## config.mk

```make
export PLATFORM = sky130hd
export DESIGN_NAME = output_pipe
export DESIGN_NICKNAME = d
export VERILOG_FILES = /design/src/rtl/output_pipe.sv
export SDC_FILE = /design/constraint.sdc
export NUM_CORES = 1
export LEC_CHECK = 0
export CAP_MARGIN = 20
export CORE_ASPECT_RATIO = 0.5
export CORE_MARGIN = 3
export CORE_UTILIZATION = 35
export CTS_CLUSTER_SIZE = 8
export DETAILED_ROUTE_END_ITERATION = 8
export GPL_ROUTABILITY_DRIVEN = 0
export MAX_ROUTING_LAYER = met4
export PLACE_DENSITY = 0.67
export SKIP_LAST_GASP = 1
export SYNTH_ARGS = -nofsm -noshare
export SYNTH_HDL_FRONTEND = slang
export SYNTH_SLANG_ARGS = --single-unit
export TNS_END_PERCENT = 30
```

## constraint.sdc

```tcl
create_clock -name aclk -period 9.6 [get_ports aclk]
set_clock_uncertainty 0.15 [all_clocks]
set_input_delay 0.96 -clock aclk [delete_from_list [all_inputs] [get_ports aclk]]
set_output_delay 0.96 -clock aclk [all_outputs]
set_load 0.005 [all_outputs]
```

## src/rtl/output_pipe.sv

```systemverilog
// output_pipe: packs core-wide result vectors into narrow DMA AXI-Stream beats
// with tlast framing. A single holding register takes up backpressure from the
// DMA. It can accept a new vector in the same cycle that it sends the last beat
// of the current one, so a steady stream of vectors has no bubbles.
// Optional build macro: OUTPUT_PIPE_RELU_EN clamps negative words to zero
// when the holding register is loaded.
module output_pipe #(
   parameter int DATA_WIDTH       = 16,
   parameter int CONV_UNITS       = 8,
   parameter int OUTPUT_DMA_WIDTH = 64
) (
   input  logic                             aclk,
   input  logic                             areset,
   input  logic [CONV_UNITS*DATA_WIDTH-1:0] S_AXIS_tdata,
   input  logic                             S_AXIS_tvalid,
   input  logic                             S_AXIS_tlast,
   output logic                             S_AXIS_tready,
   output logic [OUTPUT_DMA_WIDTH-1:0]      M_AXIS_tdata,
   output logic                             M_AXIS_tvalid,
   output logic                             M_AXIS_tlast,
   input  logic                             M_AXIS_tready,
   output logic                             frame_done
);

   localparam int OUT_NUM = OUTPUT_DMA_WIDTH / DATA_WIDTH;
   localparam int BEATS   = CONV_UNITS / OUT_NUM;
   localparam int VEC_W   = CONV_UNITS * DATA_WIDTH;
   localparam int IDX_W   = (BEATS > 1) ? $clog2(BEATS) : 1;
   localparam logic [IDX_W-1:0] LAST_IDX = IDX_W'(BEATS - 1);

   generate
      if ((OUTPUT_DMA_WIDTH % DATA_WIDTH) != 0 || (CONV_UNITS % OUT_NUM) != 0 || BEATS < 1) begin : g_bad_cfg
         $error("output_pipe: CONV_UNITS must be a whole multiple of OUTPUT_DMA_WIDTH/DATA_WIDTH");
      end
   endgenerate

   typedef enum logic {IDLE, SEND} state_t;

   state_t               state_q, state_d;
   logic [IDX_W-1:0]     idx_q, idx_d;
   logic                 last_q;
   logic                 load;
   logic                 last_beat;
   logic                 vld_p0;
   logic                 frame_done_q;
   logic [VEC_W-1:0]     hold_p0;

   // Optional ReLU: words are treated as two's complement, negative words become zero
   function automatic logic [VEC_W-1:0] clamp_vec(input logic [VEC_W-1:0] v);
      logic [VEC_W-1:0] r;
      r = v;
`ifdef OUTPUT_PIPE_RELU_EN
      for (int j = 0; j < CONV_UNITS; j++) begin
         if ($signed(v[j*DATA_WIDTH +: DATA_WIDTH]) < 0)
            r[j*DATA_WIDTH +: DATA_WIDTH] = '0;
      end
`endif
      return r;
   endfunction

   assign last_beat = (idx_q == LAST_IDX);
   assign vld_p0    = (state_q == SEND);

   // Next-state, beat index and handshake control
   always_comb begin
      state_d       = state_q;
      idx_d         = idx_q;
      load          = 1'b0;
      S_AXIS_tready = 1'b0;
      case (state_q)
         IDLE: begin
            S_AXIS_tready = 1'b1;
            if (S_AXIS_tvalid) begin
               load    = 1'b1;
               idx_d   = '0;
               state_d = SEND;
            end
         end
         SEND: begin
            // Only the final beat can make room for the next vector. This is the one combinational ready path.
            S_AXIS_tready = last_beat && M_AXIS_tready;
            if (M_AXIS_tready) begin
               if (!last_beat) begin
                  idx_d = idx_q + 1'b1;
               end else if (S_AXIS_tvalid) begin
                  load  = 1'b1;
                  idx_d = '0;
               end else begin
                  state_d = IDLE;
               end
            end
         end
         default: state_d = IDLE;
      endcase
   end

   // Control state: FSM, beat index, frame flag and frame_done pulse
   always_ff @(posedge aclk) begin
      if (areset) begin
         state_q      <= IDLE;
         idx_q        <= '0;
         last_q       <= 1'b0;
         frame_done_q <= 1'b0;
      end else begin
         state_q      <= state_d;
         idx_q        <= idx_d;
         frame_done_q <= vld_p0 && M_AXIS_tready && M_AXIS_tlast;
         if (load)
            last_q <= S_AXIS_tlast;
      end
   end

   // ---- stage p0: holding register (data path, not reset) ----
   always_ff @(posedge aclk) begin
      if (load)
         hold_p0 <= clamp_vec(S_AXIS_tdata);
   end

   // Select the current beat's slice of the holding register
   always_comb begin
      M_AXIS_tdata = '0;
      for (int b = 0; b < BEATS; b++) begin
         if (idx_q == IDX_W'(b))
            M_AXIS_tdata = hold_p0[b*OUTPUT_DMA_WIDTH +: OUTPUT_DMA_WIDTH];
      end
   end

   assign M_AXIS_tvalid = vld_p0;
   assign M_AXIS_tlast  = vld_p0 && last_q && last_beat;
   assign frame_done    = frame_done_q;

endmodule

```

==> impl_metrics.toml <==
[outcome]
status = "complete, no violations"

[worst_hold_path]
whs_endpoint = "frame_done"
hold_path_depth = 2
hold_class = "register to register"
hp-start = "last_q"

[setup_path]
slowest_delay_ns = 1.03
r2r_cells = 3
critPathSlowestCell = "dfxtp_4"
rrSetupSlack_ns = 6.89
worstSetupEndpointType = "output port"
rr_startpoint = "idx_q"
cp.arrival_ns = 2.40
critPathMaxFanout = 69
crit_path_start_kind = "register"
reg2reg_to = "hold_p0[74]"
crit_chain = "mux2_2 -> clkdlybuf4s50_1"
path_class = "register to output port"
required_ns = 8.49

[die]
start_util_pct = 37.1
ios = 201
core_um2 = 13100
die_w_um = 173
die_height_um = 89.5
core.rowCount = 29
die_area_um2 = 15500

[global_route]
antenna_found_initial = 0
grt_pass1_wl_um = 16100
grt_pass1_vias = 2862
grt_max_degree = 75
globalRouteOverflowTotal = 0
track_usage_pct = 14.6

[synth]
synth_top_area_share_pct = 78.9
synthFlopType = "edfxtp_1"
async_flop_share_pct = 0
ys_seq_area_share_pct = 80.5
synth_edf_count = 128
yosysTopAreaCell = "edfxtp_1"
synth.most_common_cell = "edfxtp_1"
syn_avg_cell_area_um2 = 22.4
yosysUniqueCellTypes = 17
syn_inst = 218
syn-cell-area_um2 = 4870
synth_fp_nets = 351
synth-seq-cells = 132
yosys-top-cells-area = "edfxtp_1, mux2_2, mux2_4"
synth-warning-count = 0
synth_common_cells = "edfxtp_1, mux2_2, mux2_4"

[clock_tree]
tritoncts = "done"
clock_sinks = 132
cts_hold_buf = 0
cts-buffers-inserted = 17
cts-root-buf = "clkbuf_16"
clockBufferDepth = 2
post_cts_buffers = 0
clock_latency_ns = 0.40
htreeDepth = 4
cts.clk_slew.worst_paths_ns = 0.06
cts.repair.resized = 0

[timing]
rsz0062_at_grt = "no"
slew_viol_final = 0
setup_ws_ns = 6.09
fmax_ghz = 0.285
finalHoldViolCount = 0
fin_crit_sh_pct = 36.5
tightestPinTransition_ns = 1.08
fin_crit_ns = 3.51
setup_tns_ns = 0
hold_ws_ns = 0.325
slew_headroom_pct = 27.9
setup_viol = 0

[routing]
ant_nets = 0
drt-pass1-iter-count = 5
routed_wl_um = 10800
wl_per_cell_um = 17.2
drc_errors = 0
via_per_inst = 4.37
drt_iter0_markers = 140
vias = 2747

[pwr]
seq_power_share_pct = 46.1
combPwrFrac_pct = 10.6
finalPower_mw = 1.50
cellLeakagePower_nw = 2.66
p_sw_share_pct = 18.9
pwr_density_cell_nw_per_um2 = 195
peakVddDrop_uv = 127
clock_power_share_pct = 43.3
switchingPower_mw = 0.283
p_int_mw = 1.21

[placement]
pre_cts_slack_ns = 6.26
port-buffer-count = 200
dpl.hpwl_um = 7600
post-place-cells = 598
placed_cell_area_um2 = 7060

[cells_and_area]
drive_gt1_share_pct = 21.7
antenna_cells = 0
final_util_pct = 58.3
nNetsFinal = 564
fin_area_um2 = 7660
syn_to_final_growth_pct = 57.1
stdcell_count = 629

[job]
max_cap_viol_count = 0
worst max-delay path: cells and delay by family (launching register included):
kind / cells / cell delay, ns
multiplexers: 1 / 0.42
buffers and inverters: 1 / 0.48
flip-flops: 1 / 1.03
cell families after synthesis:
family	count (synthesis)	synth area share, %
AO/OA/AOI/OAI	3	0.719
buffers and inverters	9	1.57
flip-flops	132	80.5
multiplexers	65	16.2
AND/OR/NAND/NOR	9	1.00
how the worst max path moves through the flow:
stage / cells after the start / from / to
after floorplan: 3 / M_AXIS_tready / last_q
after global placement: 4 / M_AXIS_tready / S_AXIS_tready
after detailed placement: 4 / M_AXIS_tready / S_AXIS_tready
after CTS: 2 / idx_q / M_AXIS_tdata[3]
after global routing: 2 / idx_q / M_AXIS_tdata[12]
final: 2 / idx_q / M_AXIS_tdata[12]
sequential cells by signal (all words and copies together) (netlist names):
signal         flops
last_q             1
hold_p0          128
frame_done         1
idx_q              1
M_AXIS_tvalid      1
cell usage in the layout (no fill, tap or decap):
master,instances
dfxtp_1,3
clkinv_2,2
nor2_1,3
clkinvlp_4,2
a311oi_2,1
bufinv_16,4
a21oi_2,1
mux2_2,48
buf_4,2
mux2i_1,1
nand4_1,1
dfxtp_4,1
mux2_4,16
and3_1,1
clkbuf_16,17
clkdlybuf4s50_1,200
edfxtp_1,128
inv_1,1
clkinv_1,6
nor2b_4,1
a21boi_2,1
nand2b_1,3
power groups by stage:
stage	clock, mW	combinational (mW)	sequential [mW]
2_1_floorplan	0	0.0573	0.698
3_3_place_gp	0	0.158	0.700
3_5_place_dp	0	0.160	0.702
4_1_cts	0.669	0.162	0.690
5_1_grt	0.697	0.169	0.693
6_report	0.648	0.159	0.689
per-layer routing:
| layer | GRT usage [%] | vias to the layer above | share of wire, % |
|---|---|---|---|
| li1 | - | 1292 | - |
| met1 | 15.0 | 1370 | 39 |
| met2 | 26.6 | 71 | 57 |
| met3 | 3.90 | 14 | 3.0 |
| met4 | 7.05 | 0 | 1.3 |
| met5 | - | - | 0 |
cell type report:
cell class	count	area, µm²
clock buffers	17	425
clock inverters	14	168
fillers	1020	5480
inverters	1	3.75
multi-input cells	77	882
flip-flops and latches	132	3930
well taps	186	233
repair buffers	202	2020
Power figures use the tool's default switching activity.
